`src/rtl/secded_router_pipe_pkg.sv`:
```
// Shared codeword geometry and the Hamming(7,4)+overall-parity encoder used by the router pipe.
package secded_router_pipe_pkg;

    localparam int unsigned CW_W   = 8;
    localparam int unsigned DATA_W = 4;

    // Bit positions inside cw[7:0]; position 0 carries the overall parity.
    localparam int unsigned PosP0 = 0;
    localparam int unsigned PosP1 = 1;
    localparam int unsigned PosP2 = 2;
    localparam int unsigned PosD0 = 3;
    localparam int unsigned PosP4 = 4;
    localparam int unsigned PosD1 = 5;
    localparam int unsigned PosD2 = 6;
    localparam int unsigned PosD3 = 7;

    function automatic logic [CW_W-1:0] secded_encode(input logic [DATA_W-1:0] d);
        logic [CW_W-1:0] cw;
        cw        = '0;
        cw[PosD0] = d[0];
        cw[PosD1] = d[1];
        cw[PosD2] = d[2];
        cw[PosD3] = d[3];
        cw[PosP1] = d[0] ^ d[1] ^ d[3];
        cw[PosP2] = d[0] ^ d[2] ^ d[3];
        cw[PosP4] = d[1] ^ d[2] ^ d[3];
        cw[PosP0] = ^cw[CW_W-1:1];
        return cw;
    endfunction

endpackage

```
`src/rtl/secded_router_pipe_dec8.sv`:
```
// Combinational SEC-DED / SEC-only decoder for one 8-bit codeword.
module secded_dec8
    import secded_router_pipe_pkg::*;
#(
    parameter bit SECDED = 1'b1
) (
    input  logic [CW_W-1:0]   cw_i,
    output logic [DATA_W-1:0] data_o,
    output logic              corr_o,
    output logic              uncorr_o
);

    logic [2:0]      syn;
    logic            par;
    logic [CW_W-1:0] fixed;

    always_comb begin
        syn[0]   = cw_i[1] ^ cw_i[3] ^ cw_i[5] ^ cw_i[7];
        syn[1]   = cw_i[2] ^ cw_i[3] ^ cw_i[6] ^ cw_i[7];
        syn[2]   = cw_i[4] ^ cw_i[5] ^ cw_i[6] ^ cw_i[7];
        par      = ^cw_i;
        fixed    = cw_i;
        corr_o   = 1'b0;
        uncorr_o = 1'b0;
        if (SECDED) begin
            // Odd overall parity means one flipped bit; syndrome 0 points at cw0 itself.
            if (par) begin
                corr_o = 1'b1;
                if (syn != 3'd0) begin
                    fixed[syn] = ~fixed[syn];
                end
            end else if (syn != 3'd0) begin
                uncorr_o = 1'b1;
            end
        end else if (syn != 3'd0) begin
            fixed[syn] = ~fixed[syn];
            corr_o     = 1'b1;
        end
        data_o = {fixed[PosD3], fixed[PosD2], fixed[PosD1], fixed[PosD0]};
    end

endmodule

```
`src/rtl/secded_router_pipe.sv`:
```
// Three-stage encode -> route/fault-inject -> decode pipe with saturating per-channel counters.
module secded_router_pipe
    import secded_router_pipe_pkg::*;
#(
    parameter int unsigned NUM_CH = 4,
    parameter int unsigned CH_W   = 2,
    parameter int unsigned SECDED = 1,
    parameter int unsigned CNT_W  = 8
) (
    input  logic                     clk,
    input  logic                     rst_n,
    input  logic                     in_valid,
    input  logic [DATA_W-1:0]        in_data,
    input  logic [CH_W-1:0]          in_dest,
    input  logic [NUM_CH*CW_W-1:0]   inj_mask,
    input  logic                     cnt_clr,
    output logic [NUM_CH-1:0]        out_valid,
    output logic [NUM_CH*DATA_W-1:0] out_data,
    output logic [NUM_CH-1:0]        out_corr,
    output logic [NUM_CH-1:0]        out_uncorr,
    output logic [NUM_CH*CNT_W-1:0]  corr_cnt,
    output logic [NUM_CH*CNT_W-1:0]  uncorr_cnt,
    output logic [CNT_W-1:0]         drop_cnt
);

    localparam logic [CNT_W-1:0] CntMax = {CNT_W{1'b1}};

    logic [NUM_CH-1:0]             s1_valid_q, s1_valid_d, s2_valid_q, s2_valid_d;
    logic [NUM_CH-1:0][CW_W-1:0]   s1_cw_q, s1_cw_d, s2_cw_q, s2_cw_d;
    logic [NUM_CH-1:0]             out_valid_q, out_valid_d;
    logic [NUM_CH-1:0][DATA_W-1:0] out_data_q, out_data_d, dec_data;
    logic [NUM_CH-1:0]             out_corr_q, out_corr_d, out_uncorr_q, out_uncorr_d;
    logic [NUM_CH-1:0]             dec_corr, dec_uncorr;
    logic [NUM_CH-1:0][CNT_W-1:0]  corr_cnt_q, corr_cnt_d, uncorr_cnt_q, uncorr_cnt_d;
    logic [CNT_W-1:0]              drop_cnt_q, drop_cnt_d;
    logic                          dest_ok;
    logic [CW_W-1:0]               enc_cw;

    for (genvar k = 0; k < NUM_CH; k++) begin : g_dec
        secded_dec8 #(
            .SECDED (SECDED != 0)
        ) u_dec (
            .cw_i     (s2_cw_q[k]),
            .data_o   (dec_data[k]),
            .corr_o   (dec_corr[k]),
            .uncorr_o (dec_uncorr[k])
        );
    end

    always_comb begin
        dest_ok      = 32'(in_dest) < NUM_CH;
        enc_cw       = secded_encode(in_data);
        s1_valid_d   = '0;
        s1_cw_d      = s1_cw_q;
        s2_valid_d   = s1_valid_q;
        s2_cw_d      = s2_cw_q;
        out_valid_d  = s2_valid_q;
        out_data_d   = out_data_q;
        out_corr_d   = out_corr_q;
        out_uncorr_d = out_uncorr_q;
        corr_cnt_d   = corr_cnt_q;
        uncorr_cnt_d = uncorr_cnt_q;
        drop_cnt_d   = drop_cnt_q;
        for (int unsigned k = 0; k < NUM_CH; k++) begin
            if (in_valid && dest_ok && (in_dest == CH_W'(k))) begin
                s1_valid_d[k] = 1'b1;
                s1_cw_d[k]    = enc_cw;
            end
            if (s1_valid_q[k]) begin
                s2_cw_d[k] = s1_cw_q[k] ^ inj_mask[k*CW_W +: CW_W];
            end
            if (s2_valid_q[k]) begin
                out_data_d[k]   = dec_data[k];
                out_corr_d[k]   = dec_corr[k];
                out_uncorr_d[k] = dec_uncorr[k];
            end
            // Clear overrides any same-cycle increment.
            if (cnt_clr) begin
                corr_cnt_d[k]   = '0;
                uncorr_cnt_d[k] = '0;
            end else begin
                if (out_valid_q[k] && out_corr_q[k] && corr_cnt_q[k] != CntMax) begin
                    corr_cnt_d[k] = corr_cnt_q[k] + CNT_W'(1);
                end
                if (out_valid_q[k] && out_uncorr_q[k] && uncorr_cnt_q[k] != CntMax) begin
                    uncorr_cnt_d[k] = uncorr_cnt_q[k] + CNT_W'(1);
                end
            end
        end
        if (cnt_clr) begin
            drop_cnt_d = '0;
        end else if (in_valid && !dest_ok && drop_cnt_q != CntMax) begin
            drop_cnt_d = drop_cnt_q + CNT_W'(1);
        end
    end

    always_ff @(posedge clk) begin
        if (!rst_n) begin
            s1_valid_q   <= '0;
            s1_cw_q      <= '0;
            s2_valid_q   <= '0;
            s2_cw_q      <= '0;
            out_valid_q  <= '0;
            out_data_q   <= '0;
            out_corr_q   <= '0;
            out_uncorr_q <= '0;
            corr_cnt_q   <= '0;
            uncorr_cnt_q <= '0;
            drop_cnt_q   <= '0;
        end else begin
            s1_valid_q   <= s1_valid_d;
            s1_cw_q      <= s1_cw_d;
            s2_valid_q   <= s2_valid_d;
            s2_cw_q      <= s2_cw_d;
            out_valid_q  <= out_valid_d;
            out_data_q   <= out_data_d;
            out_corr_q   <= out_corr_d;
            out_uncorr_q <= out_uncorr_d;
            corr_cnt_q   <= corr_cnt_d;
            uncorr_cnt_q <= uncorr_cnt_d;
            drop_cnt_q   <= drop_cnt_d;
        end
    end

    assign out_valid  = out_valid_q;
    assign out_data   = out_data_q;
    assign out_corr   = out_corr_q;
    assign out_uncorr = out_uncorr_q;
    assign corr_cnt   = corr_cnt_q;
    assign uncorr_cnt = uncorr_cnt_q;
    assign drop_cnt   = drop_cnt_q;

endmodule

```
`config.mk`:
```
export PLATFORM = sky130hd
export DESIGN_NAME = secded_router_pipe
export DESIGN_NICKNAME = d
export VERILOG_FILES = /design/src/rtl/secded_router_pipe_pkg.sv /design/src/rtl/secded_router_pipe_dec8.sv /design/src/rtl/secded_router_pipe.sv
export SDC_FILE = /design/constraint.sdc
export NUM_CORES = 1
export LEC_CHECK = 0
export ABC_AREA = 1
export CORE_MARGIN = 1.5
export CORE_UTILIZATION = 40
export CTS_BUF_LIST = sky130_fd_sc_hd__clkbuf_4
export DETAILED_ROUTE_END_ITERATION = 7
export PLACE_DENSITY = 0.63
export SLEW_MARGIN = 15
export SYNTH_ARGS = -nofsm -noshare
export SYNTH_HDL_FRONTEND = slang
export SYNTH_SLANG_ARGS = --single-unit
```
`constraint.sdc`:
```
create_clock -name clk -period 1.9 [get_ports clk]
set_input_delay 0.57 -clock clk [delete_from_list [all_inputs] [get_ports clk]]
set_output_delay 0.57 -clock clk [all_outputs]
set_load 0.005 [all_outputs]
```
-- After elaboration in Yosys (flattened, before gate mapping)
Index checks and enable logic that the tools add are counted.
- add/subtract/negate cells: 8
- magnitude comparators: 8
- equal/unequal tests: 11
- muxes and demuxes: 44
- bitwise logic cells: 51
- reductions and logical operators: 35
- operators by type and width (operator ; number):
    $add A8 B1 Y8 const B ; 8
    $mux W8 ; 8
    $ne A8 B8 Y1 const B ; 8
    $xor A1 B1 Y1 ; 42
    $bwmux W8 ; 4
    $reduce_xor A8 Y1 ; 4
    $xor A8 B8 Y8 ; 4
    $logic_and A1 B1 Y1 ; 24
    $mux W1 ; 24
    $lt A3 B4 Y1 const B ; 4
    $bmux W1 S3 ; 4
    $demux W1 S3 ; 4
    $ge A3 B1 Y1 const B ; 4
    $reduce_bool A3 Y1 ; 4
    $reduce_xor A7 Y1 ; 1
    $not A1 Y1 ; 5
    $eq A2 B2 Y1 const B ; 2
    $eq A2 B1 Y1 const B ; 1
    $logic_not A2 Y1 ; 1
    $reduce_or A2 Y1 ; 1
- register bits after elaboration: 164
- output and inout bits: 100
- logic and storage cells: 188

-- Longest topological paths before layout
Gate-level depths: netlist of the first run.
- word-level depth: 10
- gate-level depth with buffers: 14

-- Cells and area by module
Synthesis of the first run repeated with hierarchy kept, for this count alone.
- cells, all modules: 1310
- area, all modules: 8886.0 um2
- modules (own cells, without submodules) (module ; times used ; cells each ; area an instance (um2)):
    secded_router_pipe ; 1 ; 1062 ; 7469.7
    secded_dec8 at g_dec[0].u_dec ... ; 3 ; 62 ; 349.1
    secded_dec8 at g_dec[3].u_dec ; 1 ; 62 ; 369.1

-- Worst setup path after synthesis of the first run
OpenSTA, ideal clock, no wires.
- path type: reg2reg
- from: register corr_cnt_q (netlist bit corr_cnt[8])
- to: register corr_cnt_q (netlist bit corr_cnt[15])
- data arrival time: 1569 ps
- data required time: 1781 ps
- setup slack: 212 ps
- stages on the path, launching flop included: 11
- buffers on the path: 0
- clock period less this slack: 1688 ps
- cell sequence: dfxtp_1 ha_1 nand3_1 nor2_1 a31oi_2 inv_1 nor2_1 nand2_1 nor3_1 nand2_1 nor3b_1
- longest elaborated chain between the ends: 2
- ends and longest elaborated chain (what ; RTL line ; RTL):
    start, declared ; secded_router_pipe.sv:34 ; logic [NUM_CH-1:0][CNT_W-1:0] corr_cnt_q, corr_cnt_d, uncorr_cnt_q, uncorr_cnt_d;
    start signal, assigned ; secded_router_pipe.sv:119 ; corr_cnt_q <= corr_cnt_d;
    branches (longest 2 deep; another with $add A8 B1 Y8) ; -- ;
Parallel ways; which one is timed is not known.
A chain may end at the register's enable or synchronous reset.

-- Worst setup path in the final report of the first run
- from: register corr_cnt_q (netlist bit corr_cnt[0])
- to: output corr_cnt[0]
- RTL lines (what ; RTL line ; RTL):
    end, declared ; secded_router_pipe.sv:21 ; output logic [NUM_CH*CNT_W-1:0] corr_cnt,
No word-level cell between the ends.

==> flow_metrics.env, run 1 <==
export IMPL_grt_max_degree=31
export IMPL_h_tree_depth=4
export IMPL_nets=1359
export IMPL_r2r_end="corr_cnt[15]$_SDFFE_PP0P_"
export IMPL_grt_overflow_total=0
export IMPL_clock_skew_final_ns=0.03004
export IMPL_ir_drop_mv=0.3132
export IMPL_ys_seq_area_share_pct=40.75
export IMPL_dp_slack_ns=-0.02406
export IMPL_path_class="reg -> out"
export IMPL_gp_congestion=0.8475
export IMPL_min_to="out_data[10]$_SDFFE_PN0P_"
export IMPL_core_area_sq_um=19590
export IMPL_drive_gt1_share_pct=21.41
export IMPL_post_drt_wl_per_cell_microns=11.88
export IMPL_power_leakage_uw=0.005074
export IMPL_mostFrequentLayoutCell="nand2_1"
export IMPL_portBuffers=133
export IMPL_synthArstFlopShare_pct=0
export IMPL_seqCellArea_sq_um=3418
export IMPL_drt_total_wl_mm=18.87
export IMPL_critical_path_cell_chain="dlygate4sd2_1"
export IMPL_status="completed"
export IMPL_ios=142
export IMPL_first_global_vias=6755
export IMPL_cpPeakStageDelay_ns=0.40
export IMPL_cts_tree="built"
export IMPL_worstPathMaxFanout=5
export IMPL_fin_cells=1588
export IMPL_hp_class="reg -> reg"
export IMPL_cts_buffer_depth=2
export IMPL_synth_flop_cell="dfxtp_1"
export IMPL_ff2ff_setup_slack_ns=0.14
export IMPL_place_area_sq_um=9856
export IMPL_worst_slack_ns=0.09103
export IMPL_routed_via_density=4.601
export IMPL_max_clock_freq_mhz=552.8
export IMPL_cts_sinks=164
export IMPL_rr_startpoint="corr_cnt[8]$_SDFFE_PP0P_"
export IMPL_syn_area_sq_um=8058
export IMPL_r2r_cells=11
export IMPL_multi_input_area_sq_um=4056
export IMPL_die_y_microns=144.9
export IMPL_critPathLaunchType="flop"
export IMPL_areaGrowthSynthToFinish_pct=32.95
export IMPL_dieArea_sq_um=21000
export IMPL_yosysUniqueCellTypes=36
export IMPL_crit_path_end_kind="primary output"
export IMPL_layout_min_cycle_time_ns=1.809
export IMPL_cap_violations=0
export IMPL_yosys_warnings=0
export IMPL_die_w_microns=144.9
export IMPL_path_delay_family="flip-flops"
export IMPL_hold_viol=0
export IMPL_num_vias=7306
export IMPL_layout_common_cells="nand2_1 (173), inv_1 (134), nor2_1 (130)"
export IMPL_hold_path_startpoint="out_data[10]$_SDFFE_PN0P_"
export IMPL_hold_depth=2
export IMPL_worst_ep_required_time_ns=1.33
export IMPL_grt_pass1_wl_mm=31.41
export IMPL_cts_buffers=17
export IMPL_cp_depth=1
export IMPL_drc=0
export IMPL_initial_utilization_pct=41.13
export IMPL_syn_avg_cell_area_sq_um=7.379
export IMPL_cp_arrival_ns=1.24
export IMPL_grt_antenna_before_repair=1
export IMPL_worst_path_buf_inv=1
export IMPL_clkSlewWorstSetupHoldPaths_ns=0.17
export IMPL_dr_pass1_iters=5
export IMPL_synth_edf_count=0
export IMPL_drtIter0Drc=332
export IMPL_dpl_hpwl_mm=13.59
export IMPL_period_share_pct=95.21
export IMPL_finalSetupViolCount=0
export IMPL_power_density_nw_per_um2=622.6
export IMPL_cp_slowest_cell="dfxtp_4"
export IMPL_synth_seq_cells=164
export IMPL_synthCells=1092
export IMPL_design_area_sq_um=10710
export IMPL_grt_use_total_pct=18.19
export IMPL_root_buffer="clkbuf_4"
export IMPL_final_setup_tns_ns=0
export IMPL_worstSkewPairLatency_ns=0.58
export IMPL_slew_violations=0
export IMPL_drtAntennaViolNets=0
export IMPL_rows=51
export IMPL_num_fill_cells=1935
export IMPL_numPlacedInstances=1488
==> power by group <==
part / internal [uW] / switching, uW
registers: 3500 / 72.7
logic: 375 / 479
clock network: 840 / 1400
total: 4720 / 1950
==> routing by layer <==
layer / GRT usage [%] / share of wire (%) / vias up
met3: 3.428 / 3.5 / 15
met1: 24.22 / 50 / 3207
met4: 6.546 / 1.1 / 0
met2: 29.31 / 45 / 152
met5: 0 / 0 / -
li1: - / - / 3932
==> how the worst max path moves through the flow <==
stage,from,endpoint,slack (ns)
floorplan,corr_cnt[8]$_SDFFE_PP0P_,corr_cnt[15]$_SDFFE_PP0P_,0.21
global placement,in_dest[1],s1_cw_q[16]$_SDFFE_PN0P_,0.006
detailed placement,in_data[0],s1_cw_q[8]$_SDFFE_PN0P_,-0.02
CTS,corr_cnt[0]$_SDFFE_PP0P_,corr_cnt[0],0.03
global route,corr_cnt[8]$_SDFFE_PP0P_,corr_cnt[15]$_SDFFE_PP0P_,-0.02
finish,corr_cnt[0]$_SDFFE_PP0P_,corr_cnt[0],0.09
==> metrics by stage <==
| stage | util (%) | hold slack [ns] | total power [uW] |
|---|---|---|---|
| 2_1_floorplan | - | 0.4463 | 4211 |
| 6_report | 54.68 | 0.4681 | 6670 |
| 3_3_place_gp | 50.31 | 0.4547 | 4509 |
| 5_1_grt | 54.68 | 0.4847 | 7008 |
| 3_5_place_dp | 50.31 | 0.4563 | 4513 |
| 4_1_cts | 54.51 | 0.4712 | 6746 |
==> state kept, by name (all words and copies together), names as in the netlist <==
register and cells:
corr_cnt 32, out_corr 4, out_data 16, out_uncorr 4, out_valid 4, out_valid_d 4
s1_cw_q 32, s1_valid_q 4, s2_cw_q 32, uncorr_cnt 32
==> cell usage after synthesis (3+ instances only) <==
library cell	instances	area [sq um]
nand2_1	173	649.4
a21oi_2	6	52.55
clkbuf_1	24	90.09
clkbuf_2	5	25.02
xor2_1	50	437.9
o211ai_1	8	60.06
o21bai_1	5	37.54
a31oi_2	8	100.1
inv_1	134	503.0
clkinv_1	4	15.01
xnor2_2	10	162.7
nor3_1	13	65.06
dfxtp_1	164	3283
buf_2	3	15.01
nor2_1	133	499.2
inv_2	8	30.03
nor3_2	5	50.05
o211a_1	4	40.04
nand3_1	63	315.3
xnor2_1	19	166.4
xor2_2	3	48.80
a21oi_1	98	490.5
ha_1	8	100.1
nand2_2	4	25.02
buf_4	11	82.58
o21a_1	6	45.04
o21ai_0	108	540.5
==> layout make-up <==
type	count	share of cell area, %
multi-input cells	745	37.86
flip-flops and latches	164	31.91
repair buffers	235	19.08
inverters	146	5.116
well taps	265	3.095
clock inverters	15	1.717
clock buffers	17	1.191
diodes	1	0.02336
==> cells by family after synthesis <==
logic type / share of synthesized area [%]
other cells: 0.04654
simple gates: 20.56
buf+inv: 9.581
xor+xnor: 10.47
fa+ha+maj: 1.242
compound gates: 17.36
flops: 40.75
==> worst register-to-register path, cell delays in order, from the launching register on <==
cell and delay, ns:
dfxtp_2 0.35, buf_4 0.13, ha_1 0.22, nand3_1 0.09, nor2_1 0.06, a31oi_2 0.14, inv_1 0.08, nor2_2 0.13
nand2_1 0.11, nor3_2 0.17, nand2_1 0.07, nor3b_1 0.13
==> what timing repair did <==
action / 4_1_cts / 5_1_grt
hold buffers: 0 / 0
gates resized for setup: 184 / 15
buffers inserted: 67 / 0
endpoints found under the setup margin: 92 / 16
Note: power is estimated with default switching activity, not from simulation.
==> inputs of run 2 (changes only) <==
--- a/config.mk
+++ b/config.mk
@@ -10,7 +10,7 @@
 export CORE_UTILIZATION = 40
 export CTS_BUF_LIST = sky130_fd_sc_hd__clkbuf_4
 export DETAILED_ROUTE_END_ITERATION = 7
-export PLACE_DENSITY = 0.63
+export PLACE_DENSITY_LB_ADDON = 0.2
 export SLEW_MARGIN = 15
 export SYNTH_ARGS = -nofsm -noshare
 export SYNTH_HDL_FRONTEND = slang
==> constraint.sdc (replaced) <==
create_clock -name clk -period 1.9 [get_ports clk]
set_input_delay 0.57 -clock clk [delete_from_list [all_inputs] [get_ports clk]]
set_output_delay 0.57 -clock clk [all_outputs]
set_load 0.01 [all_outputs]
==> flow_metrics.env, run 2 (same netlist as run 1, synthesis figures left out) <==
export IMPL_period_share_pct=94.61
export IMPL_cts_tree="built"
export IMPL_gp_congestion=0.8224
export IMPL_path_delay_family="flip-flops"
export IMPL_dpl_hpwl_mm=13.77
export IMPL_routed_via_density=4.669
export IMPL_r2r_cells=11
export IMPL_root_buffer="clkbuf_4"
export IMPL_cts_hold_buffers=0
export IMPL_layout_common_cells="nand2_1 (171), inv_1 (133), nor2_1 (130)"
export IMPL_critical_path_cell_chain="dlygate4sd2_1"
export IMPL_cp_arrival_ns=1.23
export IMPL_path_class="reg -> out"
export IMPL_status="completed"
export IMPL_grt_antenna_before_repair=1
export IMPL_first_global_vias=6488
export IMPL_initial_utilization_pct=41.13
export IMPL_hp_class="reg -> reg"
export IMPL_slew_violations=0
export IMPL_die_w_microns=144.9
export IMPL_cts_buffer_depth=2
export IMPL_ir_drop_mv=0.4969
export IMPL_power_density_nw_per_um2=646.6
export IMPL_power_leakage_uw=0.004823
export IMPL_crit_path_end_kind="primary output"
export IMPL_r2r_end="corr_cnt[15]$_SDFFE_PP0P_"
export IMPL_grt_overflow_total=0
export IMPL_cpPeakStageDelay_ns=0.38
export IMPL_h_tree_depth=4
export IMPL_num_fill_cells=1966
export IMPL_drt_total_wl_mm=18.73
export IMPL_hold_path_startpoint="uncorr_cnt[4]$_SDFFE_PP0P_"
export IMPL_finalPower_uw=6730
export IMPL_clkSlewWorstSetupHoldPaths_ns=0.15
export IMPL_grt_pass1_wl_mm=31.42
export IMPL_design_area_sq_um=10410
export IMPL_mostFrequentLayoutCell="nand2_1"
export IMPL_cap_violations=0
export IMPL_worst_ep_required_time_ns=1.33
export IMPL_die_y_microns=144.9
export IMPL_drc=0
export IMPL_ios=142
export IMPL_critPathLaunchType="flop"
export IMPL_worstSkewPairLatency_ns=0.57
export IMPL_holdWs_ns=0.4484
export IMPL_max_clock_freq_mhz=556.3
export IMPL_fin_cells=1546
export IMPL_drtAntennaViolNets=0
export IMPL_hold_depth=1
export IMPL_finalSetupViolCount=0
export IMPL_areaGrowthSynthToFinish_pct=29.18
export IMPL_grt_max_degree=50
export IMPL_numPlacedInstances=1487
export IMPL_min_to="uncorr_cnt[4]$_SDFFE_PP0P_"
export IMPL_core_area_sq_um=19590
export IMPL_drtIter0Drc=301
export IMPL_cp_slowest_cell="dfxtp_2"
export IMPL_place_area_sq_um=9811
export IMPL_num_vias=7219
export IMPL_dr_pass1_iters=4
export IMPL_cts_buffers=17
export IMPL_rr_startpoint="corr_cnt[9]$_SDFFE_PP0P_"
export IMPL_post_drt_wl_per_cell_microns=12.11
export IMPL_portBuffers=133
export IMPL_layout_min_cycle_time_ns=1.798
export IMPL_cts_sinks=164
export IMPL_rows=51
export IMPL_clock_skew_final_ns=0.02872
export IMPL_hold_viol=0
export IMPL_nets=1316
export IMPL_grt_use_total_pct=18.18
export IMPL_worst_path_buf_inv=1
export IMPL_dieArea_sq_um=21000
export IMPL_drive_gt1_share_pct=17.83
export IMPL_ff2ff_setup_slack_ns=0.15
export IMPL_worstPathMaxFanout=4
==> run 2: changes by cell type in the layout (fill, tap and decap cells not counted), moves of 3 or more <==
cell,previous run,this run
buf_12,5,2
buf_4,97,56
clkdlybuf4s15_1,0,7
dfxtp_1,68,89
dfxtp_2,90,67
dlygate4sd2_1,92,82
==> run 2: worst register-to-register path, stage by stage (launching register included) <==
cell     delay, ns
dfxtp_2       0.36
buf_6         0.12
ha_4          0.16
nand3_2       0.09
nor2_4        0.05
a31oi_4       0.19
inv_2         0.08
nor2_4        0.14
nand2_4       0.07
nor3_4        0.18
nor2_1        0.07
nor3b_1       0.17
==> run 2: layout make-up <==
| type | instances | area [sq um] | share of cell area [%] |
|---|---|---|---|
| Antenna cell | 2 | 5.005 | 0.04808 |
| Clock inverter | 15 | 188.9 | 1.815 |
| Tap cell | 265 | 331.6 | 3.185 |
| Multi-Input combinational cell | 745 | 4125 | 39.63 |
| Sequential cell | 164 | 3397 | 32.64 |
| Timing Repair Buffer | 192 | 1685 | 16.19 |
| Inverter | 146 | 548.0 | 5.265 |
| Clock buffer | 17 | 127.6 | 1.226 |
==> run 2: worst max-delay path by stage <==
stage	from	end	slack, ns	depth (start not counted)
4_1_cts	corr_cnt[9]$_SDFFE_PP0P_	corr_cnt[15]$_SDFFE_PP0P_	0.02	11
5_1_grt	corr_cnt[0]$_SDFFE_PP0P_	corr_cnt[7]$_SDFFE_PP0P_	-0.008	11
3_3_place_gp	rst_n	uncorr_cnt[6]$_SDFFE_PP0P_	-0.01	6
2_1_floorplan	corr_cnt[8]$_SDFFE_PP0P_	corr_cnt[15]$_SDFFE_PP0P_	0.18	10
6_report	corr_cnt[23]$_SDFFE_PP0P_	corr_cnt[23]	0.10	1
3_5_place_dp	rst_n	uncorr_cnt[5]$_SDFFE_PP0P_	-0.02	6
==> run 2: repair_timing <==
action	4_1_cts	5_1_grt
buffers inserted	15	10
resized for setup	165	43
setup endpoints to repair	92	31
pin swaps	0	8
==> run 2: power breakdown <==
group          switching (uW)  leakage (uW)  internal, uW  total (uW)
clock network            1360      0.000166           949        2310
registers                71.6       0.00137          3500        3570
logic                     488       0.00329           366         854
total                    1920       0.00482          4810        6730
==> run 2: stage by stage <==
stage / worst slack, ns / util [%] / TNS [ns]
CTS: 0.01898 / 52.16 / 0
global route: -0.007732 / 53.13 / -0.01315
finish: 0.1024 / 53.13 / 0
global placement: -0.01382 / 50.08 / -0.03692
floorplan: 0.1845 / - / 0
detailed placement: -0.02394 / 50.08 / -0.3091
==> run 2: routing by layer <==
layer | track usage, % | wire length (microns) | vias to the layer above | part of all wire [%]
li1 | - | - | 3850 | -
met1 | 24.98 | 9257 | 3189 | 49
met2 | 28.25 | 8239 | 161 | 44
met3 | 4.434 | 967 | 19 | 5.2
met4 | 5.155 | 262 | 0 | 1.4
met5 | 0 | 0 | - | 0
